## config.mk

```make
export PLATFORM = sky130hd
export DESIGN_NAME = fetch_unit
export DESIGN_NICKNAME = d
export VERILOG_FILES = /design/src/rtl/fetch_unit.sv
export SDC_FILE = /design/constraint.sdc
export NUM_CORES = 1
export LEC_CHECK = 0
export BUFFER_PORTS_ARGS = -buffer_cell sky130_fd_sc_hd__buf_2
export CAP_MARGIN = 25
export CORE_ASPECT_RATIO = 0.9
export CORE_MARGIN = 5
export CORE_UTILIZATION = 59
export CTS_CLUSTER_SIZE = 28
export DETAILED_ROUTE_END_ITERATION = 12
export PLACE_DENSITY_LB_ADDON = 0.12
export SLEW_MARGIN = 10
export SYNTH_ARGS = -nofsm -noshare
export SYNTH_HDL_FRONTEND = slang
export SYNTH_SLANG_ARGS = --single-unit
```

## constraint.sdc

```tcl
create_clock -name clk -period 15.9 [get_ports clk]
set_input_delay 3.18 -clock clk [delete_from_list [all_inputs] [get_ports clk]]
set_output_delay 3.18 -clock clk [all_outputs]
set_load 0.03 [all_outputs]
```

## src/rtl/fetch_unit.sv

```systemverilog
// ============================================================================
// Module   : fetch_unit
// Purpose  : RV32E instruction fetch stage. Holds the program counter, issues
//            word-aligned requests to instruction memory (one outstanding at
//            a time) and buffers returned words with their PCs in a 2-entry
//            queue toward decode. A taken branch redirects the PC, flushes the
//            queue and discards any response still in flight.
// Ports    : clk, rst                      - clock, synchronous active-high reset
//            branch_taken, branch_addr     - redirect request / target
//            imem_req_valid/addr/ready     - fetch request handshake
//            imem_resp_valid/data          - returned instruction word
//            inst_valid, inst, inst_pc     - queue head toward decode
//            inst_ready                    - decode consumes the head
// Revision : 1.0 - initial release
// ============================================================================
`default_nettype none

module fetch_unit #(
  parameter logic [31:0] RESET_PC = 32'h0000_0000
) (
  input  logic        clk,
  input  logic        rst,
  input  logic        branch_taken,
  input  logic [31:0] branch_addr,
  output logic        imem_req_valid,
  output logic [31:0] imem_req_addr,
  input  logic        imem_req_ready,
  input  logic        imem_resp_valid,
  input  logic [31:0] imem_resp_data,
  output logic        inst_valid,
  output logic [31:0] inst,
  output logic [31:0] inst_pc,
  input  logic        inst_ready
);

  typedef enum logic [1:0] {
    S_FETCH   = 2'd0,
    S_WAIT    = 2'd1,
    S_DISCARD = 2'd2
  } state_t;

  localparam logic [31:0] ALIGN_MASK = 32'hFFFF_FFFC;
  localparam logic [31:0] PC_INIT    = RESET_PC & ALIGN_MASK;

  state_t      state;
  logic [31:0] pc;
  logic [31:0] req_pc;       // address of the request currently outstanding
  logic [1:0]  count;
  logic        outstanding;
  logic        active;       // low while in reset so no request is offered then
  logic [31:0] fifo_pc   [2];
  logic [31:0] fifo_inst [2];

  logic        can_req;
  logic        req_fire;
  logic        push;
  logic        pop;
  logic        wr_idx;
  logic [31:0] branch_target;

  assign branch_target = branch_addr & ALIGN_MASK;

  // Request eligibility is purely registered; branch_taken only gates it so
  // no request is ever accepted at the stale PC in the redirect cycle.
  assign can_req        = active && (state == S_FETCH) &&
                          (({1'b0, count} + {2'b00, outstanding}) < 3'd2);
  assign imem_req_valid = can_req && !branch_taken;
  assign imem_req_addr  = pc;
  assign req_fire       = imem_req_valid && imem_req_ready;

  // Responses are only kept in WAIT; DISCARD and FETCH drop them.
  assign push = imem_resp_valid && (state == S_WAIT) && !branch_taken;

  assign inst_valid = (count != 2'd0);
  assign inst       = fifo_inst[0];
  assign inst_pc    = fifo_pc[0];
  assign pop        = inst_valid && inst_ready;

  // Slot 0 is always the head. A push lands in slot count, or one slot lower
  // when the head shifts out in the same cycle: that works out to count[0]
  // without a pop and count[1] with one (push never happens at count 2).
  assign wr_idx = pop ? count[1] : count[0];

  always_ff @(posedge clk) begin
    if (rst) begin
      state        <= S_FETCH;
      pc           <= PC_INIT;
      req_pc       <= 32'h0;
      count        <= 2'd0;
      outstanding  <= 1'b0;
      active       <= 1'b0;
      fifo_pc[0]   <= 32'h0;
      fifo_pc[1]   <= 32'h0;
      fifo_inst[0] <= 32'h0;
      fifo_inst[1] <= 32'h0;
    end else begin
      active <= 1'b1;
      if (branch_taken) begin
        pc    <= branch_target;
        count <= 2'd0;
        // A response still owed to us must be swallowed before refetching.
        if (outstanding && !imem_resp_valid) begin
          state <= S_DISCARD;
        end else begin
          state       <= S_FETCH;
          outstanding <= 1'b0;
        end
      end else begin
        case (state)
          S_FETCH: begin
            if (req_fire) begin
              pc          <= pc + 32'd4;
              req_pc      <= pc;
              outstanding <= 1'b1;
              state       <= S_WAIT;
            end
          end
          S_WAIT, S_DISCARD: begin
            if (imem_resp_valid) begin
              outstanding <= 1'b0;
              state       <= S_FETCH;
            end
          end
          default: state <= S_FETCH;
        endcase

        if (pop) begin
          fifo_pc[0]   <= fifo_pc[1];
          fifo_inst[0] <= fifo_inst[1];
        end
        if (push) begin
          fifo_pc[wr_idx]   <= req_pc;
          fifo_inst[wr_idx] <= imem_resp_data;
        end
        count <= count + {1'b0, push} - {1'b0, pop};
      end
    end
  end

endmodule

`default_nettype wire

```

# Yosys cells after proc, flatten, opt, wreduce, memory -nomap -nowiden

Memory sizes are Yosys's and may differ from the RTL's.
Cells that the tools add are included.

Register bits: 70
Bits in latches: 0
Memory bits (writable): 128
Bits in read-only memories: 0
Bits of input ports: 70
Output and inout bits: 98
Logic and storage cells: 79
Memories: 2

Memories:

| name      | depth | bits a word | read ports | clocked after Yosys merged registers in | write ports | line | RTL |
|---|---|---|---|---|---|---|---|
| fifo_inst | 2     | 32          | 2          | 0                                       | 2           | 52   | `logic [31:0] fifo_inst [2];` |
| fifo_pc   | 2     | 32          | 2          | 0                                       | 2           | 51   | `logic [31:0] fifo_pc [2];` |

Add/sub/neg operators: 4
Multiply operators: 0
Div/mod/pow operators: 0
Magnitude comparators: 1
Eq/ne operators: 5
Shift-type cells: 0
Muxes and demuxes: 33
Bitwise operators: 3
Reductions and logical operators: 24

Operators with widths:

| cell                    | count |
|---|---|
| $mux W32                | 7 |
| $reduce_or A32 Y1       | 2 |
| $add A32 B3 Y32 const B | 1 |
| $mux W1                 | 20 |
| $logic_and A1 B1 Y1     | 8 |
| $mux W2                 | 4 |
| $ne A3 B3 Y1 const B    | 2 |
| $reduce_and A2 Y1       | 3 |
| $reduce_bool A2 Y1      | 3 |
| $pmux W2 S2             | 1 |
| $reduce_and A4 Y1       | 1 |
| $reduce_or A2 Y1        | 2 |
| $add A2 B1 Y3           | 1 |
| $lt A3 B2 Y1 const B    | 1 |
| $reduce_and A3 Y1       | 1 |
| $reduce_bool A3 Y1      | 1 |
| $add A2 B1 Y2           | 1 |
| $eq A2 B1 Y1 const B    | 1 |
| $eq A2 B2 Y1 const B    | 1 |
| $logic_not A1 Y1        | 2 |
| $logic_not A2 Y1        | 1 |
| $ne A2 B2 Y1 const B    | 1 |
| $or A1 B1 Y1            | 2 |
| $pmux W1 S2             | 1 |
| 2 further kinds         | 2 |

# Longest topological paths before layout

Gate-level depths: netlist of run 1.

Word-level depth: 9
Depth in mapped cells: 9
Depth with buffers taken out: 9

# Worst setup path before layout of run 1

OpenSTA, ideal clock, no wires.

Path kind: input -> register
Start: input branch_taken
End: memory fifo_inst[1][0], enable pin
Setup time: 568 ps
Arrival time: 7,931 ps
Data required time: 15,332 ps
Setup slack: 7,401 ps
Stages: 4
Path buffers: 1
Cells stage by stage: buf_6 > inv_2 > nand3_1 > o21ai_0

RTL lines:

| what               | line | RTL |
|---|---|---|
| start: declaration | 23   | `input logic branch_taken,` |
| end: declaration   | 52   |  |

# Worst setup path in the final report of run 1

Start: input branch_taken
End: output imem_req_valid

Word-level cells in the longest chain between the ends: 2

RTL lines:

| what                | line | RTL |
|---|---|---|
| $logic_not A1 Y1    | 67   | `assign imem_req_valid = can_req && !branch_taken;` |
| $logic_and A1 B1 Y1 | 67   |  |
| end: declaration    | 25   | `output logic imem_req_valid,` |

Every way passes these cells.

==> results.cfg, run 1 <==
[setup_path]
start_kind = input port
cp_max_fo = 16
path_class = in -> out
critPathArrivalTime_ps = 4030
critPathRequiredTime_ps = 12720
endpoint_kind = primary output

[clocking]
worstSkewPairLatency_ps = 430
h-tree-depth = 4
cts_made_buffers = 17
clock-sinks = 190
clock_path_buffers = 2
cts_tree = built
cts_setup_buffers = 0
cts_root_buffer = clkbuf_16
ctsResizeCount = 0
postCtsHoldBufs = 0
clkTransAtPathRegs_ps = 70

[floorplan]
rows = 40
start_util_pct = 60.0
core_mm2 = 0.0134
ioPinCount = 168
die_h_um = 121
fp.dieW_um = 133
die-area_mm2 = 0.0160

[routing]
dr.pass1.iters = 5
avgViaCountPerCell = 5.73
wirelength_um = 17600
ant_nets = 0
drt_iter0_drc = 359
wl_per_cell_um = 17.8
drc = 0
vias = 5640

[grt]
grt_overflow = 0
antenna_found_initial = 0
grt_pass1_vias = 5535
grt_use_total_pct = 22.5
grt_max_degree = 64
grt_pass1_wl_um = 28700

[sta]
finalHoldViolCount = 0
setup_viol = 0
rsz0062_at_grt = false
min_period_ps = 7210
fmax_mhz = 139
fin_crit_sh_pct = 45.3
setup_tns_ps = 0
fin_skew_ps = 14.4
worst_pin_slew_ps = 862
final_max_slew_viol_count = 0
slew_headroom_pct = 42.6

[yosys]
synth_top_area_share_pct = 46.4
synth_cells = 664
synth_common_cells = 124 x edfxtp_1, 79 x nand2_1, 66 x and2_1, 66 x dfxtp_1, 62 x a22o_1
yosysMostFrequentCell = edfxtp_1
syn_area_mm2 = 0.00802
avgSynthCellArea_um2 = 12.1
synth-seq-cells = 190
ys_async_sr_fraction_pct = 0
yosys.area.top_type = edfxtp_1
ys_warn_count = 0
ys_types = 56
ys_dominant_reg_cell = edfxtp_1
synth.top_cells.by_area = edfxtp_1 46%, dfxtp_1 16%, a22o_1 6.8%
ys_seq_area_share_pct = 62.9
synth_edf_count = 124

[place]
io_buffers = 161
gp_congestion = 0.846
dp_hpwl_um = 11300

[hold_path]
min_path_type = reg -> reg

[layout]
nets = 878
multiInputGateArea_mm2 = 0.00269
final_util_pct = 70.7
fillCellCount = 955
layout-drive-gt1-share_pct = 27.1
diodes = 0
ff_latch_area_mm2 = 0.00504
synthToLayoutAreaGrowth_pct = 17.8

[power]
leakage_nw = 3.76
p_int_uw = 806
p_sw_share_pct = 24.7
peakVddDrop_v = 0.000114
pwr-share-seq_pct = 52.0
finalPower_mw = 1.07
power_density_mw_per_mm2 = 113
power_frac_comb_pct = 7.9
p_sw_uw = 265
clockPowerShare_pct = 40.1

[job]
cap_violations = 0

[outcome]
status = finished clean
## critical path, stage by stage
cell and delay, ps:
buf_2 220, nand4bb_4 290, nor2_1 120, buf_2 220
## sequential cells by signal (all words and copies together), names as in the netlist
signal	count
fifo_inst	64
req_pc	30
count	2
active	1
fifo_pc	60
state	2
outstanding	1
imem_req_addr	30
## metal layers
metal | share of wire (%) | routed length (um) | GRT usage (%)
met1 | 43 | 7620 | 29.7
met2 | 48 | 8490 | 37.0
met3 | 6.1 | 1080 | 5.20
met4 | 2.1 | 373 | 7.79
met5 | 0 | 0 | 0
## power groups by stage
| stage | clock (mW) | combinational, mW | sequential, mW |
|---|---|---|---|
| floorplan | 0 | 0.0314 | 0.591 |
| global placement | 0 | 0.0840 | 0.566 |
| finish | 0.429 | 0.0850 | 0.557 |
| detailed placement | 0 | 0.0854 | 0.567 |
| CTS | 0.437 | 0.0856 | 0.557 |
| global route | 0.459 | 0.0911 | 0.559 |
## stage by stage
stage               setup slack, ps  instances  cell area (um^2)  hold WS [ps]
global placement               8680        951              8840           442
detailed placement             8710        952              8840           459
global route                   8640        984              9450           498
finish                         8690        984              9450           469
CTS                            8710        984              9450           468
floorplan                      7400        667              8030           434
## layout by cell type (no fill, tap or decap), types with 6 or more instances in the layout
master and instances:
dfxtp_1 66, nand2_1 79, nand3_1 17, buf_4 9, o21ai_0 11, buf_2 161, nand4_1 9, and2_1 66
nor2_1 24, a22o_1 62, edfxtp_1 124, xor2_1 16, a21oi_1 41, a211oi_1 15, xnor2_1 9, inv_8 6
clkbuf_16 17, and3_1 7
## worst paths after layout
path / startpoint / to / slack [ps] / cells after the start
max: branch_taken / imem_req_valid / 8690 / 4
min: state[1] / state[1] / 470 / 2
max reg2reg: state[1] / fifo_pc[0][27] / 12950 / 7
min reg2reg: state[1] / state[1] / 470 / 2
## cell families after synthesis
family	Yosys count	synth area share (%)
and+or+nand+nor	236	16.1
DFF	190	62.9
AOI/OAI and AO/OA	147	13.3
buffers and inverters	59	4.06
xor gates and xnor gates	25	2.73
adders and majority gates	5	0.780
other	1	0.0468
muxes	1	0.125
## layout make-up
type	instances	area share [%]
Inverter	6	0.238
Tap cell	168	2.23
Clock buffer	17	4.50
Sequential cell	190	53.4
Timing Repair Buffer	170	9.25
Clock inverter	15	1.88
Multi-Input combinational cell	418	28.5
(Power assumes the default switching activity.)
==> inputs of run 2 (changes only) <==
--- a/config.mk
+++ b/config.mk
@@ -9,7 +9,7 @@
 export CAP_MARGIN = 25
 export CORE_ASPECT_RATIO = 0.9
 export CORE_MARGIN = 5
-export CORE_UTILIZATION = 59
+export CORE_UTILIZATION = 55
 export CTS_CLUSTER_SIZE = 28
 export DETAILED_ROUTE_END_ITERATION = 12
 export PLACE_DENSITY_LB_ADDON = 0.12
==> constraint.sdc (replaced) <==
create_clock -name clk -period 7.44 [get_ports clk]
set_input_delay 1.488 -clock clk [delete_from_list [all_inputs] [get_ports clk]]
set_output_delay 1.488 -clock clk [all_outputs]
set_load 0.03 [all_outputs]
==> results.cfg, run 2 (synthesis gave the netlist of run 1 again) <==
[sta]
min_period_ps = 4800
fin_skew_ps = 9.94
fin_crit_sh_pct = 64.5
finalHoldViolCount = 0
worst_pin_slew_ps = 892
slew_headroom_pct = 40.5
final_max_slew_viol_count = 0
setup_viol = 0
setup_tns_ps = 0
fmax_mhz = 208
postLayoutSetupSlackWorst_ps = 2640
rsz0062_at_grt = false

[layout]
nets = 879
final_util_pct = 67.1
final_common_cell = buf_2
fillCellCount = 1077
largest_reg_flops = 64
largest-register = fifo_inst
diodes = 0
synthToLayoutAreaGrowth_pct = 18.5
final_cell_mix = 161 x buf_2, 124 x edfxtp_1, 79 x nand2_1
final_cell_area_mm2 = 0.00950
reg_top3 = fifo_inst x64, fifo_pc x60
layout-drive-gt1-share_pct = 26.9

[floorplan]
die-area_mm2 = 0.0171
ioPinCount = 168
start_util_pct = 56.6
core_mm2 = 0.0142
fp.dieW_um = 137
die_h_um = 125
rows = 41

[setup_path]
crit_buf_inv = 4
cp_slowest_stage_delay_ps = 690
cp_max_fo = 63
cpMostUsedCell = buf_4
endpoint_kind = flop
worst_path_max_delay_cell = inv_2
crit_family = buffers and inverters
start_kind = input port
path_class = in -> reg
critPathArrivalTime_ps = 4860
critPathRequiredTime_ps = 7500
rrSetupSlack_ps = 4290
crit_chain = buf_2 -> inv_2 -> nand3_1 -> nor3b_2 -> buf_4 -> a211o_2 -> buf_4

[grt]
grt_pass1_vias = 5648
grt_overflow = 0
antenna_found_initial = 0
grt_max_degree = 64
grt_pass1_wl_um = 28700
grt_use_total_pct = 21.2

[clocking]
clkTransAtPathRegs_ps = 60
postCtsHoldBufs = 0
clock-sinks = 190
worstSkewPairLatency_ps = 420
clock_path_buffers = 2
cts_setup_buffers = 0
h-tree-depth = 4
ctsResizeCount = 0
cts_made_buffers = 17
cts_root_buffer = clkbuf_16
cts_tree = built

[outcome]
status = finished clean

[routing]
drt_iter0_drc = 350
vias = 5634
ant_nets = 0
avgViaCountPerCell = 5.58
dr.pass1.iters = 5
wirelength_um = 17700
drc = 0
wl_per_cell_um = 17.6

[place]
gp_congestion = 0.812
dpl_cell_area_mm2 = 0.00889
dp_hpwl_um = 12000
preCtsSetupSlack_ps = 2200
io_buffers = 161

[power]
peakVddDrop_v = 0.000171
power_density_mw_per_mm2 = 241
leakage_nw = 3.77
finalPower_mw = 2.29

[hold_path]
min_path_type = reg -> reg

[job]
cap_violations = 0
[run 2: changes by cell type in the layout (fill, tap and decap cells not counted)]
| cell | before | now |
|---|---|---|
| inv_8 | 6 | 0 |
| clkbuf_1 | 0 | 3 |
| clkbuf_8 | 0 | 2 |
| clkinv_2 | 1 | 3 |
| buf_12 | 0 | 1 |
| buf_4 | 9 | 8 |
| buf_8 | 0 | 1 |
| bufinv_16 | 2 | 3 |
| clkinv_1 | 1 | 0 |
| clkinv_4 | 3 | 2 |
[run 2: path summary, 6_finish.rpt]
kind / startpoint / cells past startpoint / end
worst max-delay path: branch_taken / 7 / fifo_inst[0][5]
worst min-delay path: req_pc[8] / 2 / req_pc[8]
worst max register to register: state[1] / 7 / fifo_inst[0][5]
worst min register to register: req_pc[8] / 2 / req_pc[8]
[run 2: layer usage]
metal	share of wire [%]	wire length, um	vias to the layer above	track usage [%]
li1	-	-	2704	-
met1	43	7650	2691	28.5
met2	47	8390	208	33.9
met3	7.4	1310	31	4.77
met4	2.2	388	0	7.51
met5	0	0	-	0
[run 2: area by class of cell]
type	instances	area [um^2]	area share, %
clock buffers	22	464	4.88
inverters	6	22.5	0.237
repair buffers	171	901	9.48
well taps	193	241	2.54
clock inverters	10	138	1.45
multi-input cells	418	2690	28.3
flip-flops and latches	190	5040	53.1
[run 2: report_power, final]
part           switching [mW]  total [mW]  internal, mW
logic                   0.130       0.185        0.0546
clock network           0.370       0.916         0.546
registers              0.0280        1.19          1.16
total                   0.528        2.29          1.76
[run 2: metrics by stage]
step | hold slack (ps) | std cells
6_report | 468 | 1010
5_1_grt | 487 | 1010
4_1_cts | 471 | 1009
3_5_place_dp | 462 | 977
3_3_place_gp | 443 | 975
2_1_floorplan | 434 | 667
[run 2: worst register-to-register path: stages (launching register included)]
cell     delay (ps)
dfxtp_1         310
inv_1            80
ha_1            150
nand3_1         230
nor3b_2         280
buf_4           560
a211o_2         630
buf_4           540
==> inputs of run 3 (changes only) <==
--- a/config.mk
+++ b/config.mk
@@ -5,11 +5,12 @@
 export SDC_FILE = /design/constraint.sdc
 export NUM_CORES = 1
 export LEC_CHECK = 0
+export ABC_AREA = 1
 export BUFFER_PORTS_ARGS = -buffer_cell sky130_fd_sc_hd__buf_2
 export CAP_MARGIN = 25
 export CORE_ASPECT_RATIO = 0.9
 export CORE_MARGIN = 5
-export CORE_UTILIZATION = 55
+export CORE_UTILIZATION = 50
 export CTS_CLUSTER_SIZE = 28
 export DETAILED_ROUTE_END_ITERATION = 12
 export PLACE_DENSITY_LB_ADDON = 0.12
==> constraint.sdc (replaced) <==
create_clock -name clk -period 3.85 [get_ports clk]
set_input_delay 0.77 -clock clk [delete_from_list [all_inputs] [get_ports clk]]
set_output_delay 0.77 -clock clk [all_outputs]
set_load 0.03 [all_outputs]
==> results.cfg, run 3 <==
[floorplan]
die_h_um = 133
ioPinCount = 168
fp.dieW_um = 147
rows = 45
core_mm2 = 0.0167
die-area_mm2 = 0.0196
start_util_pct = 50.6

[yosys]
synth_top_family_by_area = simple AND/OR/NAND/NOR gates
synth_top_area_share_pct = 44.0
ys_types = 37
synth_adder_area_share_pct = 0.740
ys_dominant_reg_cell = edfxtp_1
yosys.area.top_type = edfxtp_1
synth_edf_count = 124
synth-seq-cells = 190
yosys.area_share.simple_pct = 16.0
synth.top_cells.by_area = edfxtp_1 44%, dfxtp_1 16%, inv_1 7.6%
ys_seq_area_share_pct = 59.6
synth_common_cells = 172 x inv_1, 152 x nand2_1, 124 x edfxtp_1, 115 x nor2_1, 66 x dfxtp_1
avgSynthCellArea_um2 = 9.06
ys_async_sr_fraction_pct = 0
yosysMostFrequentCell = inv_1
synth_compound_area_share_pct = 12.2
muxShareOfSynthArea_pct = 0
ys_warn_count = 0
synth_cells = 934
syn_area_mm2 = 0.00846
yosys.area_share.xor_xnor_pct = 0.621

[clocking]
postCtsHoldBufs = 0
cts_root_buffer = clkbuf_16
cts_made_buffers = 17
clock-sinks = 190
worstSkewPairLatency_ps = 420
cts_setup_buffers = 0
h-tree-depth = 4
clkTransAtPathRegs_ps = 60
clock_path_buffers = 2
cts_tree = built
ctsResizeCount = 0

[power]
p_sw_mw = 1.07
pwr-share-seq_pct = 53.3
power_density_mw_per_mm2 = 435
p_sw_share_pct = 24.8
power_frac_comb_pct = 9.2
clockPowerShare_pct = 37.5
p_int_mw = 3.25
peakVddDrop_v = 0.000277
leakage_nw = 4.22

[routing]
dr.pass1.iters = 7
avgViaCountPerCell = 5.01
drt-met1-wl_um = 9500
drc = 0
vias = 6527
wirelength_um = 19300
routed-wl-met3_um = 1440
top_layer_used = met4
drt_iter0_drc = 499
met2WireLength_um = 8100
wl_per_cell_um = 14.8
ant_nets = 0

[sta]
rsz0062_at_grt = false
slew_headroom_pct = 52.2
setup_viol = 0
fmax_mhz = 416
fin_crit_sh_pct = 62.4
min_period_ps = 2400
postLayoutSetupSlackWorst_ps = 1450
worst_pin_slew_ps = 717
final_max_slew_viol_count = 0
finalHoldViolCount = 0
fin_skew_ps = 8.68

[place]
dp_hpwl_um = 12700
gp_congestion = 0.916
preCtsSetupSlack_ps = 1010
io_buffers = 161

[setup_path]
critPathRequiredTime_ps = 3980
start_kind = input port
critPathArrivalTime_ps = 2530
cp_max_fo = 62
endpoint_kind = flop
path_class = in -> reg

[grt]
grt_use_total_pct = 19.8
grt_overflow = 0
grt_pass1_vias = 6123
antenna_found_initial = 0
grt_max_degree = 63
grt_pass1_wl_um = 31500

[layout]
nets = 1153
largest_reg_flops = 64
multiInputGateArea_mm2 = 0.00253
diodes = 0
reg_top3 = fifo_inst x64, fifo_pc x60
fillCellCount = 1538
final_util_pct = 59.4
final_common_cell = inv_1
largest-register = fifo_inst
ff_latch_area_mm2 = 0.00504
synthToLayoutAreaGrowth_pct = 17.5
layout-drive-gt1-share_pct = 19.7
final_cell_mix = 172 x inv_1, 161 x buf_2, 150 x nand2_1

[hold_path]
min_path_type = reg -> reg

[outcome]
status = finished clean

[job]
cap_violations = 0
[run 3: cell types whose count changed in the layout (fill, tap and decap cells not counted), sizes merged, moves of 7 or more]
cell / change
a22o: -62
a211oi: -14
and2: -65
o22ai: +62
o21ai: +33
xor2: -13
and3: -11
nand3: +23
nor2: +93
a21oi: +13
inv: +171
and4: -7
nand2: +77
[run 3: metrics by stage]
stage / std cells / total power [mW] / cell area [um^2] / hold WS [ps] / setup TNS [ps]
2_1_floorplan: 937 / 2.61 / 8480 / 450 / -40910
3_3_place_gp: 1270 / 2.74 / 9400 / 471 / 0
3_5_place_dp: 1270 / 2.75 / 9400 / 475 / 0
4_1_cts: 1302 / 4.35 / 9940 / 486 / 0
5_1_grt: 1302 / 4.49 / 9940 / 515 / 0
6_report: 1302 / 4.32 / 9940 / 481 / 0
[run 3: layer usage]
layer / track usage (%) / vias to the layer above
li1: - / 3338
met1: 30.0 / 2921
met2: 29.0 / 248
met3: 4.08 / 20
met4: 5.54 / 0
met5: 0 / -
[run 3: worst max-delay path, stage by stage]
cell	delay, ps
buf_2	120
clkinv_4	180
nand3_1	130
nor2_1	200
nand2_2	220
nand3_2	140
buf_4	570
o22ai_1	150
[run 3: kinds of logic after synthesis]
logic type / Yosys count
buf+inv: 223
xor+xnor: 6
simple gates: 328
fa+ha+maj: 5
compound gates: 181
other cells: 1
flops: 190
[run 3: cell type report]
type / count / area share [%]
sequential: 190 / 50.8
multi-input combinational: 524 / 25.4
timing repair buffer: 170 / 9.04
inverter: 175 / 6.67
clock buffer: 24 / 4.85
tap: 211 / 2.66
clock inverter: 8 / 0.579
[run 3: worst paths after layout]
check,slack [ps],start,end,cells after the start
worst max-delay path,1450,branch_taken,fifo_pc[0][23],8
worst min-delay path,480,req_pc[13],req_pc[13],2
worst max register to register,1610,state[1],fifo_pc[0][23],8
worst min register to register,480,req_pc[13],req_pc[13],2
[run 3: power groups by stage]
| stage | combinational [mW] | sequential [mW] | clock, mW |
|---|---|---|---|
| 2_1_floorplan | 0.187 | 2.43 | 0 |
| 5_1_grt | 0.438 | 2.31 | 1.74 |
| 6_report | 0.397 | 2.30 | 1.62 |
| 3_3_place_gp | 0.394 | 2.35 | 0 |
| 4_1_cts | 0.400 | 2.30 | 1.65 |
| 3_5_place_dp | 0.399 | 2.35 | 0 |
